## src/rtl/music_playback_ctrl_pkg.sv

```systemverilog
// Shared constants and state encoding for the music sample playback controller.
// Optional feature macro used by this codebase slice: MUSIC_VOLUME_EN.
package music_pkg;

    localparam int ADDR_W       = 17;
    localparam int DATA_W       = 17;
    localparam int LAST_ADDR    = 54831;
    localparam int TICK_DIV_DEF = 1042;

    typedef enum logic [2:0] {
        IDLE,
        WAIT,
        FETCH,
        LATCH,
        HOLD,
        PAUSED
    } play_state_e;

endpackage

```

## src/rtl/music_playback_ctrl_if.sv

```systemverilog
// Command, ROM and codec-stream signals of the playback controller in one bundle.
// With MUSIC_VOLUME_EN defined the bundle also carries the vol attenuation input.
interface music_playback_ctrl_if;
    import music_pkg::*;

    logic              play;
    logic              pause;
    logic              stop;
    logic              loop_en;
    logic [ADDR_W-1:0] rom_addr;
    logic [DATA_W-1:0] rom_data;
    logic [DATA_W-1:0] sample_out;
    logic              sample_valid;
    logic              sample_ready;
    logic              playing;
    logic              done;
    logic              underrun;
`ifdef MUSIC_VOLUME_EN
    logic [2:0]        vol;
`endif

    modport master (
        input  play, pause, stop, loop_en, rom_data, sample_ready,
`ifdef MUSIC_VOLUME_EN
        input  vol,
`endif
        output rom_addr, sample_out, sample_valid, playing, done, underrun
    );

    modport slave (
        output play, pause, stop, loop_en, rom_data, sample_ready,
`ifdef MUSIC_VOLUME_EN
        output vol,
`endif
        input  rom_addr, sample_out, sample_valid, playing, done, underrun
    );

endinterface

```

## src/rtl/music_playback_ctrl_sample_tick_gen.sv

```systemverilog
// Sample-rate tick: counts 0..TICK_DIV-1 while run is high, tick on the final count.
// clear forces the count back to 0; the count is frozen while run is low.
module sample_tick_gen #(
    parameter int TICK_DIV = 1042
) (
    input  logic Clk,
    input  logic Reset_n,
    input  logic run,
    input  logic clear,
    output logic tick
);
    localparam int            CW = (TICK_DIV > 1) ? $clog2(TICK_DIV) : 1;
    localparam logic [CW-1:0] TC = CW'(TICK_DIV - 1);

    logic [CW-1:0] cnt_q, cnt_d;

    assign tick = run && (cnt_q == TC);

    always_comb begin
        cnt_d = cnt_q;
        if (clear) begin
            cnt_d = '0;
        end else if (run) begin
            cnt_d = tick ? '0 : cnt_q + 1'b1;
        end
    end

    always_ff @(posedge Clk) begin
        if (!Reset_n) begin
            cnt_q <= '0;
        end else begin
            cnt_q <= cnt_d;
        end
    end

endmodule

```

## src/rtl/music_playback_ctrl.sv

```systemverilog
// Music ROM playback sequencer: paces ROM reads on the sample tick and streams words to the codec.
// MUSIC_VOLUME_EN adds an arithmetic right-shift attenuation of each captured word.
//
// state  | meaning
// IDLE   | stopped, address 0, waiting for play
// WAIT   | waiting for the next sample tick
// FETCH  | ROM read in flight at the current address
// LATCH  | capture ROM word into the output register
// HOLD   | sample offered to codec, waiting for handshake
// PAUSED | playback held, tick counter frozen
module music_playback_ctrl
    import music_pkg::*;
#(
    parameter int TICK_DIV  = music_pkg::TICK_DIV_DEF,
    parameter int LAST_ADDR = music_pkg::LAST_ADDR
) (
    input  logic                   Clk,
    input  logic                   Reset_n,
    music_playback_ctrl_if.master  bus
);

    play_state_e       state_q, state_d;
    logic [ADDR_W-1:0] rom_addr_q, rom_addr_d;
    logic [DATA_W-1:0] sample_q, sample_d;
    logic              valid_q, valid_d;
    logic              done_q, done_d;
    logic              underrun_q, underrun_d;
    logic              playing;
    logic              tick;
    logic              tick_run;
    logic              tick_clear;
    logic              handshake;
    logic              at_last;

    assign handshake  = valid_q && bus.sample_ready;
    assign at_last    = (rom_addr_q == ADDR_W'(LAST_ADDR));
    assign tick_run   = (state_q != IDLE) && (state_q != PAUSED);
    // Counter restarts from 0 whenever playback begins from IDLE.
    assign tick_clear = bus.stop || (state_q == IDLE);

    sample_tick_gen #(
        .TICK_DIV (TICK_DIV)
    ) u_tick (
        .Clk     (Clk),
        .Reset_n (Reset_n),
        .run     (tick_run),
        .clear   (tick_clear),
        .tick    (tick)
    );

    always_ff @(posedge Clk) begin
        if (!Reset_n) begin
            state_q <= IDLE;
        end else begin
            state_q <= state_d;
        end
    end

    always_comb begin
        state_d = state_q;
        if (bus.stop) begin
            state_d = IDLE;
        end else begin
            case (state_q)
                IDLE:    if (bus.play && !bus.pause) state_d = WAIT;
                WAIT: begin
                    if (bus.pause)   state_d = PAUSED;
                    else if (tick)   state_d = FETCH;
                end
                FETCH:   state_d = LATCH;
                LATCH:   state_d = HOLD;
                HOLD: begin
                    if (handshake) begin
                        if (at_last)        state_d = bus.loop_en ? WAIT : IDLE;
                        else if (bus.pause) state_d = PAUSED;
                        else                state_d = WAIT;
                    end
                end
                PAUSED:  if (bus.play && !bus.pause) state_d = WAIT;
                default: state_d = IDLE;
            endcase
        end
    end

    always_comb begin
        playing    = (state_q != IDLE) && (state_q != PAUSED);
        rom_addr_d = rom_addr_q;
        sample_d   = sample_q;
        valid_d    = valid_q;
        done_d     = 1'b0;
        underrun_d = underrun_q;
        if (bus.stop) begin
            rom_addr_d = '0;
            valid_d    = 1'b0;
            underrun_d = 1'b0;
        end else begin
            case (state_q)
                LATCH: begin
`ifdef MUSIC_VOLUME_EN
                    sample_d = $signed(bus.rom_data) >>> bus.vol;
`else
                    sample_d = bus.rom_data;
`endif
                    valid_d  = 1'b1;
                end
                HOLD: begin
                    if (tick) underrun_d = 1'b1;
                    if (handshake) begin
                        valid_d = 1'b0;
                        if (at_last) begin
                            rom_addr_d = '0;
                            done_d     = !bus.loop_en;
                        end else begin
                            rom_addr_d = rom_addr_q + 1'b1;
                        end
                    end
                end
                default: ;
            endcase
        end
    end

    always_ff @(posedge Clk) begin
        if (!Reset_n) begin
            rom_addr_q <= '0;
            sample_q   <= '0;
            valid_q    <= 1'b0;
            done_q     <= 1'b0;
            underrun_q <= 1'b0;
        end else begin
            rom_addr_q <= rom_addr_d;
            sample_q   <= sample_d;
            valid_q    <= valid_d;
            done_q     <= done_d;
            underrun_q <= underrun_d;
        end
    end

    assign bus.rom_addr     = rom_addr_q;
    assign bus.sample_out   = sample_q;
    assign bus.sample_valid = valid_q;
    assign bus.playing      = playing;
    assign bus.done         = done_q;
    assign bus.underrun     = underrun_q;

endmodule

```

## src/flat_wrapper.sv

```systemverilog
// flat-port wrapper written by rule: the top's interface ports become plain ports
module music_playback_ctrl_flat import music_pkg::*;
#(
    parameter int TICK_DIV  = music_pkg::TICK_DIV_DEF,
    parameter int LAST_ADDR = music_pkg::LAST_ADDR
)
  (Clk, Reset_n, bus_play, bus_pause, bus_stop, bus_loop_en, bus_rom_data, bus_sample_ready, bus_rom_addr, bus_sample_out, bus_sample_valid, bus_playing, bus_done, bus_underrun);
  music_playback_ctrl_if bus_i ();
  input  logic Clk;
  input  logic Reset_n;
  input wire logic [$bits(bus_i.play)-1:0] bus_play;
  input wire logic [$bits(bus_i.pause)-1:0] bus_pause;
  input wire logic [$bits(bus_i.stop)-1:0] bus_stop;
  input wire logic [$bits(bus_i.loop_en)-1:0] bus_loop_en;
  input wire logic [$bits(bus_i.rom_data)-1:0] bus_rom_data;
  input wire logic [$bits(bus_i.sample_ready)-1:0] bus_sample_ready;
  output wire logic [$bits(bus_i.rom_addr)-1:0] bus_rom_addr;
  output wire logic [$bits(bus_i.sample_out)-1:0] bus_sample_out;
  output wire logic [$bits(bus_i.sample_valid)-1:0] bus_sample_valid;
  output wire logic [$bits(bus_i.playing)-1:0] bus_playing;
  output wire logic [$bits(bus_i.done)-1:0] bus_done;
  output wire logic [$bits(bus_i.underrun)-1:0] bus_underrun;
  assign bus_i.play = bus_play;
  assign bus_i.pause = bus_pause;
  assign bus_i.stop = bus_stop;
  assign bus_i.loop_en = bus_loop_en;
  assign bus_i.rom_data = bus_rom_data;
  assign bus_i.sample_ready = bus_sample_ready;
  assign bus_rom_addr = bus_i.rom_addr;
  assign bus_sample_out = bus_i.sample_out;
  assign bus_sample_valid = bus_i.sample_valid;
  assign bus_playing = bus_i.playing;
  assign bus_done = bus_i.done;
  assign bus_underrun = bus_i.underrun;
  music_playback_ctrl #(.TICK_DIV(TICK_DIV), .LAST_ADDR(LAST_ADDR)) u_core (.Clk(Clk), .Reset_n(Reset_n), .bus(bus_i));
endmodule
```

## config.mk

```make
export PLATFORM = sky130hd
export DESIGN_NAME = music_playback_ctrl_flat
export DESIGN_NICKNAME = d
export VERILOG_FILES = /design/src/rtl/music_playback_ctrl_pkg.sv /design/src/rtl/music_playback_ctrl_if.sv /design/src/rtl/music_playback_ctrl_sample_tick_gen.sv /design/src/rtl/music_playback_ctrl.sv /design/src/flat_wrapper.sv
export SDC_FILE = /design/constraint.sdc
export NUM_CORES = 1
export LEC_CHECK = 0
export CAP_MARGIN = 20
export CORE_ASPECT_RATIO = 1.1
export CORE_UTILIZATION = 30
export DETAILED_ROUTE_END_ITERATION = 7
export GPL_TIMING_DRIVEN = 0
export SETUP_SLACK_MARGIN = 0.15
export SKIP_CTS_REPAIR_TIMING = 1
export SYNTH_ARGS = -nofsm -noshare
export SYNTH_HDL_FRONTEND = slang
export SYNTH_SLANG_ARGS = --single-unit
```

## constraint.sdc

```tcl
create_clock -name Clk -period 3.3 [get_ports Clk]
set_input_delay 0.495 -clock Clk [delete_from_list [all_inputs] [get_ports Clk]]
set_output_delay 0.495 -clock Clk [all_outputs]
set_load 0.02 [all_outputs]
```

Word level (Yosys, flattened, before mapping)
Cells that the tools add are included.
W data, S select, Z words.
- register bits after elaboration: 51
- latch bits: 0
- memory bits (writable): 0
- memory bits (read-only): 0
- bits of input ports: 24
- output and inout bits: 38
- logic and storage cells: 56
- memories: 0
- $add $sub $neg: 2
- $mul: 0
- divide/modulo/power cells: 0
- order comparisons: 0
- equal/unequal tests: 11
- shift operators: 0
- mux-type cells: 12
- bitwise gates (word level): 5
- reductions and logical operators: 19
- operators by type and width (operator ; count):
    $mux W3 ; 6
    $add A17 B1 Y17 const B ; 1
    $eq A17 B16 Y1 const B ; 1
    $mux W17 ; 1
    $pmux W3 S5 ; 1
    $add A11 B1 Y11 const B ; 1
    $eq A11 B11 Y1 const B ; 1
    $mux W11 ; 1
    $reduce_and A2 Y1 ; 4
    $eq A3 B2 Y1 const B ; 2
    $eq A3 B3 Y1 const B ; 2
    $ne A3 B3 Y1 const B ; 2
    $reduce_or A2 Y1 ; 3
    $not A1 Y1 ; 5
    $reduce_or A5 Y1 ; 1
    $logic_and A1 B1 Y1 ; 4
    $ne A2 B1 Y1 const B ; 2
    $eq A3 B1 Y1 const B ; 1
    $logic_not A3 Y1 ; 1
    $reduce_and A3 Y1 ; 1
    $reduce_bool A3 Y1 ; 1
    $logic_not A1 Y1 ; 2
    $mux W1 ; 2
    $pmux W1 S2 ; 1
    other kinds (2) ; 2

Longest topological paths before layout
Gate-level depths: netlist of the first run.
- depth after elaboration: 6
- mapped depth: 7
- gate-level depth less buffers: 6

Cells and area by module
A second synthesis of the first run with hierarchy kept.
- cell total of the unflattened synthesis: 279
- area, all modules: 2353.5 sq um
- by module, submodules not included (module ; times used ; cells an instance ; area an instance (sq um) ; sequential area each (sq um)):
    music_playback_ctrl ; 1 ; 216 ; 1784.2 ; 800.8
    sample_tick_gen ; 1 ; 63 ; 569.3 ; 220.2

Least setup slack after synthesis of the first run
Ideal clock, no wire load.
- path type: flip-flop to flip-flop
- start: register u_core.state_q[0]
- end: register u_core.rom_addr_q[16], in the netlist u_core.bus.rom_addr[16]
- library setup time: 72 ps
- arrival time: 1794 ps
- required time: 3228 ps
- slack: 1435 ps
- stages on the path, launching flop included: 6
- path buffers: 1
- period minus slack after synthesis: 1865 ps
- path through: dfxtp_1 buf_6 or3b_4 or4_4 or3_1 a21oi_1
- longest elaborated chain between the ends: 2
- ends and longest elaborated chain (element ; line ; source):
    start, declared ; music_playback_ctrl.sv:22 ; play_state_e state_q, state_d;
    start signal, assigned ; music_playback_ctrl.sv:55 ; state_q <= state_d;
    $eq A3 B3 Y1 ; music_playback_ctrl.sv:97 ; case (state_q)
    $reduce_and A2 Y1 (no line) ; -- ;
    end signal, assigned ; music_playback_ctrl.sv:131 ; rom_addr_q <= rom_addr_d;
    end, declared ; music_playback_ctrl.sv:23 ; logic [ADDR_W-1:0] rom_addr_q, rom_addr_d;
No other way between the ends.
A chain may end at the register's enable or synchronous reset.

Worst setup path in the final report of the first run
- start: register u_core.state_q[0]
- end: output port bus_playing
- longest elaborated chain between the ends: 2
- elaborated cells between the ends (all ways): 3
- those cells by class: eq/ne: 1; reduce/logical: 2
- ends and longest elaborated chain (element ; line ; source):
    $ne A3 B3 Y1 or $reduce_bool A3 Y1 (tied branches) ; music_playback_ctrl.sv:86 ; playing = (state_q != IDLE) && (state_q != PAUSED);
    $logic_and A1 B1 Y1 (*) ; music_playback_ctrl.sv:86 ;
    end, declared ; flat_wrapper.sv:20 ; output wire logic [$bits(bus_i.playing)-1:0] bus_playing;
Every way passes the cells marked *; elsewhere a longest branch is shown, timed or not.

==> flow_metrics.env, run 1 <==
export IMPL_max_stage_delay_ns=0.61
export IMPL_clockPowerShare=0.394
export IMPL_path_cells="buf_6, xor2_1, or2_2, clkdlybuf4s50_1"
export IMPL_holdWs_ns=0.468
export IMPL_dr_pass1_iters=4
export IMPL_syn_area_sq_um=2420
export IMPL_grt_usage=0.150
export IMPL_port_buffers=61
export IMPL_drc=0
export IMPL_outcome="finished, final reports clean"
export IMPL_synth_top_flop_cell="dfxtp_1"
export IMPL_start_kind="flip-flop"
export IMPL_max_slew_worst_pin_slew_ns=0.687
export IMPL_wl_per_cell_um=13.5
export IMPL_grt_max_degree=18
export IMPL_cts_made_buffers=5
export IMPL_drive_above_1_share=0.0543
export IMPL_slew_limit_headroom=0.540
export IMPL_finalHoldViolCount=0
export IMPL_drt_iter0_drc=95
export IMPL_synth_seq_cells=51
export IMPL_final_cell_mix="61 x clkdlybuf4s50_1, 51 x dfxtp_1, 40 x nand2_1, 19 x nor2_1, 17 x a21boi_0"
export IMPL_powerDensity_nw_per_um2=347
export IMPL_path_clk_slew_ns=0.10
export IMPL_filler_cell_count=763
export IMPL_p_seq_frac=0.544
export IMPL_skew_ns=0.00830
export IMPL_crit_path_start="u_core.state_q[0]"
export IMPL_dpl_hpwl_um=4540
export IMPL_clock_path_buffers=2
export IMPL_design_area_sq_um=3270
export IMPL_endpoint_kind="primary output"
export IMPL_first_global_vias=2183
export IMPL_fp_dieW_um=87.6
export IMPL_cp_required_ns=2.80
export IMPL_numClockSinks=51
export IMPL_syn_inst=281
export IMPL_yosys_warnings=0
export IMPL_grt_pass1_wl_um=10000
export IMPL_overflow=0
export IMPL_ant_nets=0
export IMPL_slowest_stage="clkdlybuf4s50_1"
export IMPL_worstHoldStart="u_core.bus.sample_out[12]"
export IMPL_async_reset_ff_frac=0
export IMPL_dieArea_sq_um=8420
export IMPL_rows=33
export IMPL_synth_avg_cell_area_sq_um=8.60
export IMPL_root_buffer="clkbuf_8"
export IMPL_p_total_w=0.00114
export IMPL_ys_seq_area_frac=0.422
export IMPL_finalSetupViolCount=0
export IMPL_max_cap_violations=0
export IMPL_routed_via_count=2297
export IMPL_initial_utilization=0.316
export IMPL_cp_max_fo=10
export IMPL_fmax_ghz=0.372
export IMPL_worst_setup_path_type="flip-flop to primary output"
export IMPL_place_area_sq_um=3160
export IMPL_finalWeightedCongestion=0.820
export IMPL_slew_violations=0
export IMPL_final_nets=376
export IMPL_worst_slack_ns=0.610
export IMPL_core_sq_um=7640
export IMPL_drt_wl_total_um=6150
export IMPL_fin_setup_tns_ns=0
export IMPL_comb_power_share=0.062
export IMPL_rsz0062_at_grt="no"
export IMPL_r2r_start="u_core.state_q[0]"
export IMPL_hold_class="flip-flop to flip-flop"
export IMPL_area_delta_synth_final_pct=35.5
export IMPL_switchingPower_w=0.000252
export IMPL_layout_commonest_cell="clkdlybuf4s50_1"
export IMPL_syn_num_nets=308
export IMPL_clk_latency_ns=0.30
export IMPL_cts_tree="done"
export IMPL_io_pins=62
export IMPL_fin_crit_sh=0.815
export IMPL_synth_edff_count=0
export IMPL_place_ws_ns=0.658
export IMPL_vdd_drop_max_mv=0.185
export IMPL_vias_per_cell=5.05
export IMPL_antenna_found_initial=0
export IMPL_sw_frac_of_total=0.222
export IMPL_antenna_cells=0
export IMPL_fin_crit_ns=2.69
export IMPL_internal_power_w=0.000883
export IMPL_crit_arrival_ns=2.20
export IMPL_power_leakage_nw=1.02
export IMPL_htree_levels=2
export IMPL_die_h_um=96.1
export IMPL_ys_types=47
## metrics by stage
stage | util | std cells
3_3_place_gp | 0.414 | 447
6_report | 0.429 | 455
3_5_place_dp | 0.414 | 447
4_1_cts | 0.429 | 455
5_1_grt | 0.429 | 455
2_1_floorplan | - | 281
## kinds of logic after synthesis
logic type / count (synthesis) / synth area share
DFF: 51 / 0.422
AOI/OAI and AO/OA: 64 / 0.182
and+or+nand+nor: 130 / 0.290
muxes: 1 / 0.00414
buffers and inverters: 16 / 0.0285
xor gates and xnor gates: 16 / 0.0580
adders and majority gates: 3 / 0.0155
## power by group through the flow
stage / Clock (W) / Sequential [W] / Combinational, W
3_5_place_dp: 0 / 0.000631 / 0.0000704
4_1_cts: 0.000465 / 0.000617 / 0.0000708
5_1_grt: 0.000490 / 0.000618 / 0.0000764
3_3_place_gp: 0 / 0.000631 / 0.0000704
6_report: 0.000447 / 0.000617 / 0.0000705
2_1_floorplan: 0 / 0.000631 / 0.0000297
## sequential cells by signal (all words and copies together) (netlist names)
register                 count
u_core.bus.done              1
u_core.bus.sample_valid      1
u_core.bus.underrun          1
u_core.bus.sample_out       17
u_core.state_q               3
u_core.u_tick.cnt_q         11
u_core.bus.rom_addr         17
## cell usage after synthesis, types with 2 or more instances
cell type / instances / area (sq um)
dfxtp_1: 51 / 1020
nand2_1: 40 / 150
nor2_1: 19 / 71.3
a21boi_0: 17 / 128
xor2_1: 13 / 114
a21oi_1: 12 / 60.1
o21ai_0: 12 / 60.1
clkbuf_1: 10 / 37.5
nand3_1: 10 / 50.1
nor3_1: 10 / 50.1
or3_1: 8 / 50.1
nand4_1: 6 / 37.5
and4_1: 5 / 43.8
and3_1: 4 / 25.0
inv_1: 4 / 15.0
o211ai_1: 4 / 30.0
or4_1: 4 / 30.0
ha_1: 3 / 37.5
nor2b_1: 3 / 18.8
nor4_1: 3 / 18.8
nor4b_1: 3 / 26.3
nor4bb_1: 3 / 30.0
o2111ai_1: 3 / 26.3
o31ai_1: 3 / 22.5
or2_2: 3 / 18.8
xnor2_1: 3 / 26.3
a211oi_1: 2 / 15.0
a31oi_1: 2 / 12.5
a32o_1: 2 / 20.0
and2_1: 2 / 12.5
## critical path, delay by kind of cell (launching register included)
kind / cells / cell delay [ns]
buffers and inverters: 2 / 0.73
xor gates and xnor gates: 1 / 0.56
DFF: 1 / 0.33
and+or+nand+nor: 1 / 0.27
## layer usage
layer	vias up	wire length [um]	global-route usage
li1	1158	-	-
met1	1081	2860	0.181
met2	49	3010	0.268
met3	9	201	0.0266
met4	0	80	0.0464
met5	-	0	0
## path summary, 6_finish.rpt
check | to | slack [ns] | cells past startpoint
worst max-delay path | bus_playing | 0.61 | 4
worst min-delay path | u_core.bus.sample_out[12] | 0.47 | 2
worst max register to register | u_core.bus.rom_addr[8] | 0.96 | 6
worst min register to register | u_core.bus.sample_out[12] | 0.47 | 2
## layout make-up
cell class / count / area (sq um) / area share
buffer: 12 / 53.8 / 0.0164
clock buffer: 5 / 68.8 / 0.0210
clock inverter: 3 / 46.3 / 0.0141
inverter: 4 / 15.0 / 0.00459
multi-input combinational: 214 / 1330 / 0.405
sequential: 51 / 1020 / 0.312
tap: 105 / 131 / 0.0401
timing repair buffer: 61 / 611 / 0.186
(Power assumes the default switching activity.)
==> run 2: changes to the inputs <==
- clock period: 3.3 -> 2.4 ns (I/O delays scaled with it)
==> run 2 against run 1 <==
  * Register-to-register slack got worse by 0.66 ns
  * Sequential share of layout area decreased by 0.45 points
  * Critical endpoint unchanged
  * Clock power increased by 37%
  * Cell area increased by 1.5%
  * Via count about the same
  * Critical path type unchanged
  * First-iteration DRC count decreased by 11%
  * Hold slack about the same
  * Largest cell class unchanged
==> flow_metrics.env, run 2 (same netlist as run 1, synthesis figures left out) <==
export IMPL_outcome="finished, final reports clean"
export IMPL_rows=33
export IMPL_cts_tree="done"
export IMPL_wl_per_cell_um=13.7
export IMPL_finalSetupViolCount=0
export IMPL_hold_class="flip-flop to flip-flop"
export IMPL_final_cell_mix="61 x clkdlybuf4s50_1, 51 x dfxtp_1, 40 x nand2_1, 18 x nor2_1, 17 x a21boi_0"
export IMPL_fin_crit_ns=2.31
export IMPL_io_pins=62
export IMPL_clk_latency_ns=0.30
export IMPL_wl_met1_um=2850
export IMPL_first_global_vias=2183
export IMPL_htree_levels=2
export IMPL_grt_pass1_wl_um=10000
export IMPL_internal_power_w=0.00122
export IMPL_dr_wl_met2_um=3080
export IMPL_drive_above_1_share=0.0714
export IMPL_drc=0
export IMPL_worst_setup_path_type="flip-flop to primary output"
export IMPL_path_clk_slew_ns=0.10
export IMPL_vdd_drop_max_mv=0.254
export IMPL_slew_violations=0
export IMPL_holdWs_ns=0.468
export IMPL_die_h_um=96.1
export IMPL_final_cells=455
export IMPL_fin_crit_sh=0.961
export IMPL_port_buffers=61
export IMPL_clockPowerShare=0.393
export IMPL_vias_per_cell=5.04
export IMPL_filler_cell_count=763
export IMPL_max_slew_worst_pin_slew_ns=0.525
export IMPL_initial_utilization=0.316
export IMPL_comb_power_share=0.065
export IMPL_drt_iter0_drc=85
export IMPL_powerDensity_nw_per_um2=471
export IMPL_slew_limit_headroom=0.645
export IMPL_numClockSinks=51
export IMPL_fp_dieW_um=87.6
export IMPL_core_sq_um=7640
export IMPL_dr_pass1_iters=7
export IMPL_area_delta_synth_final_pct=37.4
export IMPL_antenna_cells=0
export IMPL_dieArea_sq_um=8420
export IMPL_cp_max_fo=10
export IMPL_finalHoldViolCount=0
export IMPL_p_seq_frac=0.543
export IMPL_switchingPower_w=0.000347
export IMPL_ant_nets=0
export IMPL_routed_via_count=2295
export IMPL_power_leakage_nw=1.03
export IMPL_wl_met3_um=219
export IMPL_sw_frac_of_total=0.222
export IMPL_antenna_found_initial=0
export IMPL_dp_cells=447
export IMPL_grt_usage=0.150
export IMPL_dpl_hpwl_um=4540
export IMPL_skew_ns=0.00704
export IMPL_final_nets=376
export IMPL_overflow=0
export IMPL_grt_max_degree=18
export IMPL_drt_wl_total_um=6220
export IMPL_cp_required_ns=2.04
export IMPL_clock_path_buffers=2
export IMPL_max_cap_violations=0
export IMPL_top_layer="met4"
export IMPL_endpoint_kind="primary output"
export IMPL_finalWeightedCongestion=0.820
export IMPL_start_kind="flip-flop"
export IMPL_layout_commonest_cell="clkdlybuf4s50_1"
export IMPL_root_buffer="clkbuf_8"
export IMPL_fmax_ghz=0.434
export IMPL_cts_made_buffers=5
export IMPL_rsz0062_at_grt="yes"
export IMPL_crit_arrival_ns=1.95
[run 2: area by class of cell]
| class | count | area, sq um | share of cell area |
|---|---|---|---|
| multi-input cells | 214 | 1370 | 0.413 |
| flip-flops and latches | 51 | 1020 | 0.307 |
| repair buffers | 61 | 611 | 0.184 |
| well taps | 105 | 131 | 0.0395 |
| clock buffers | 5 | 68.8 | 0.0207 |
| plain buffers | 12 | 56.3 | 0.0169 |
| clock inverters | 3 | 46.3 | 0.0139 |
| inverters | 4 | 15.0 | 0.00452 |
[run 2: power groups by stage]
stage	logic, W	registers (W)	clock network [W]
after floorplan	0.0000408	0.000868	0
after global placement	0.0000968	0.000868	0
after detailed placement	0.0000968	0.000868	0
after CTS	0.0000974	0.000849	0.000639
after global routing	0.000109	0.000849	0.000674
final	0.000101	0.000849	0.000614
[run 2: worst max-delay path, stage by stage (launching register included)]
cell and delay, ns:
dfxtp_1 0.52, xor2_4 0.31, or2_2 0.21, clkdlybuf4s50_1 0.61
[run 2: stage by stage]
stage / setup TNS (ns) / util / power (W) / setup slack, ns / instance area (sq um)
2_1_floorplan: 0 / - / 0.000909 / 0.535 / 2420
3_3_place_gp: -0.463 / 0.414 / 0.000965 / -0.0491 / 3160
3_5_place_dp: -0.984 / 0.414 / 0.000965 / -0.107 / 3160
4_1_cts: -0.168 / 0.429 / 0.00159 / -0.168 / 3270
5_1_grt: 0 / 0.435 / 0.00163 / 0.0174 / 3320
6_report: 0 / 0.435 / 0.00156 / 0.0937 / 3320
[run 2: layer usage]
metal,GRT usage,vias up
met3,0.0266,8
met1,0.181,1079
met5,0,-
met2,0.268,52
li1,-,1156
met4,0.0464,0
[run 2: worst paths after layout]
kind	end	cells past startpoint	slack, ns	start
max reg2reg	u_core.bus.rom_addr[14]	4	0.30	u_core.state_q[2]
max	bus_playing	3	0.09	u_core.state_q[2]
min	u_core.bus.sample_out[12]	2	0.47	u_core.bus.sample_out[12]
min reg2reg	u_core.bus.sample_out[12]	2	0.47	u_core.bus.sample_out[12]
==> run 3: changes to the inputs <==
- CELL_PAD_IN_SITES_DETAIL_PLACEMENT: unset -> 2
- CELL_PAD_IN_SITES_GLOBAL_PLACEMENT: unset -> 2
- CORE_UTILIZATION: 30 -> 25
- PLACE_DENSITY_LB_ADDON: unset -> 0.1
- SKIP_CTS_REPAIR_TIMING: 1 -> unset
==> run 3 against run 2 <==
  * Die area increased by 20%
  * Sequential share of layout area about the same
  * Clock-buffer cell count unchanged
  * First-iteration DRC count decreased by 54%
  * Final cell count increased by 2.6%
  * Critical path type unchanged
  * Critical endpoint unchanged
==> flow_metrics.env, run 3 (same netlist as run 1, synthesis figures left out) <==
export IMPL_outcome="finished, final reports clean"
export IMPL_die_h_um=105
export IMPL_hold_class="flip-flop to flip-flop"
export IMPL_max_slew_worst_pin_slew_ns=0.544
export IMPL_fp_dieW_um=95.8
export IMPL_endpoint_kind="primary output"
export IMPL_worstReg2RegEnd="u_core.bus.rom_addr[4]"
export IMPL_clock_path_buffers=2
export IMPL_vdd_drop_max_mv=0.251
export IMPL_skew_ns=0.00406
export IMPL_io_pins=62
export IMPL_p_total_w=0.00146
export IMPL_drt_iter0_drc=39
export IMPL_final_cell_mix="61 x clkdlybuf4s50_1, 50 x dfxtp_1, 40 x nand2_1, 18 x nor2_1, 17 x a21boi_0"
export IMPL_overflow=0
export IMPL_fmax_ghz=0.458
export IMPL_cp_max_fo=7
export IMPL_start_kind="flip-flop"
export IMPL_finalWeightedCongestion=0.722
export IMPL_holdWs_ns=0.472
export IMPL_rsz0062_at_grt="yes"
export IMPL_path_clk_slew_ns=0.10
export IMPL_clk_latency_ns=0.30
export IMPL_area_delta_synth_final_pct=37.7
export IMPL_htree_levels=2
export IMPL_multiInputGateArea_sq_um=1380
export IMPL_power_leakage_nw=1.03
export IMPL_drt_wl_total_um=7940
export IMPL_antenna_found_initial=0
export IMPL_grt_max_degree=16
export IMPL_max_stage_delay_ns=0.55
export IMPL_finalSetupViolCount=0
export IMPL_crit_arrival_ns=1.82
export IMPL_worstHoldStart="u_core.bus.sample_out[16]"
export IMPL_r2r_cells=6
export IMPL_root_buffer="clkbuf_8"
export IMPL_max_cap_violations=0
export IMPL_initial_utilization=0.258
export IMPL_slowest_stage="clkdlybuf4s50_1"
export IMPL_first_global_vias=2576
export IMPL_layout_area_seq_sq_um=1020
export IMPL_slew_violations=0
export IMPL_vias_per_cell=5.12
export IMPL_cts_made_buffers=5
export IMPL_dpl_hpwl_um=5870
export IMPL_wl_per_cell_um=17.0
export IMPL_ant_nets=0
export IMPL_fin_crit_sh=0.910
export IMPL_path_cells="buf_6, xor2_4, or2_2, clkdlybuf4s50_1"
export IMPL_fin_setup_tns_ns=0
export IMPL_powerDensity_nw_per_um2=437
export IMPL_core_sq_um=9350
export IMPL_min_path_cells=2
export IMPL_worst_setup_path_type="flip-flop to primary output"
export IMPL_port_buffers=61
export IMPL_r2r_start="u_core.state_q[0]"
export IMPL_rows=37
export IMPL_filler_cell_count=1062
export IMPL_cp_required_ns=2.04
export IMPL_slew_limit_headroom=0.638
export IMPL_antenna_cells=0
export IMPL_layout_commonest_cell="clkdlybuf4s50_1"
export IMPL_dieArea_sq_um=10100
export IMPL_grt_pass1_wl_um=13000
export IMPL_rrSetupSlack_ns=0.37
export IMPL_dr_pass1_iters=4
export IMPL_drive_above_1_share=0.0771
export IMPL_finalHoldViolCount=0
export IMPL_routed_via_count=2391
export IMPL_numClockSinks=51
export IMPL_fin_crit_ns=2.18
export IMPL_min_to="u_core.bus.sample_out[16]"
export IMPL_final_nets=377
export IMPL_drc=0
export IMPL_grt_usage=0.167
export IMPL_cts_tree="done"
==> run 3: cell count changes in the layout (fill, tap and decap cells not counted), sizes merged <==
cell / change
bufinv: -1
buf: +1
clkinv: +2
clkinvlp: -1
inv: -1
==> run 3: worst max-delay path: cells and delay by family, from the launching register on <==
kind                      cells  cell delay, ns
xor gates and xnor gates      1            0.18
buffers and inverters         2            0.69
DFF                           1            0.32
and+or+nand+nor               1            0.32
==> run 3: how the worst max path moves through the flow <==
stage                       from                  endpoint
3_5_place_dp    bus_sample_ready    u_core.bus.rom_addr[4]
5_1_grt        u_core.state_q[2]  u_core.bus.sample_out[1]
3_3_place_gp    bus_sample_ready    u_core.bus.rom_addr[6]
4_1_cts        u_core.state_q[2]  u_core.bus.sample_out[1]
2_1_floorplan  u_core.state_q[0]   u_core.bus.rom_addr[16]
6_report       u_core.state_q[0]               bus_playing
==> run 3: per-layer routing <==
| layer | part of all wire | up-vias | GRT usage |
|---|---|---|---|
| met2 | 0.53 | 34 | 0.305 |
| li1 | - | 1156 | - |
| met3 | 0.023 | 8 | 0.0233 |
| met4 | 0.011 | 0 | 0.0448 |
| met5 | 0 | - | 0 |
| met1 | 0.44 | 1193 | 0.199 |
==> run 3: layout make-up <==
type / count / area share
multi-input combinational: 214 / 0.416
sequential: 51 / 0.307
timing repair buffer: 62 / 0.186
tap: 117 / 0.0440
clock buffer: 5 / 0.0207
buffer: 12 / 0.0180
inverter: 4 / 0.00451
clock inverter: 2 / 0.00414
==> run 3: metrics by stage <==
stage	cells	util	cell area (sq um)	setup slack (ns)
after floorplan	281	-	2420	0.535
after global placement	459	0.339	3170	-0.192
after detailed placement	459	0.339	3170	-0.255
after CTS	467	0.354	3310	0.172
after global routing	467	0.356	3330	0.127
final	467	0.356	3330	0.216
==> run 3: power breakdown <==
| group | total (W) | switching [W] | internal [W] |
|---|---|---|---|
| Combinational | 0.000108 | 0.0000503 | 0.0000573 |
| Clock | 0.000500 | 0.000299 | 0.000201 |
| Sequential | 0.000849 | 0.00000154 | 0.000847 |
| Total | 0.00146 | 0.000351 | 0.00111 |
==> run 3: timing repair <==
action,4_1_cts,5_1_grt
setup buffers,1,0
hold buffers,0,0
cloned,0,0
setup endpoints to repair,30,30
pin swaps,1,0
gates resized for setup,9,6
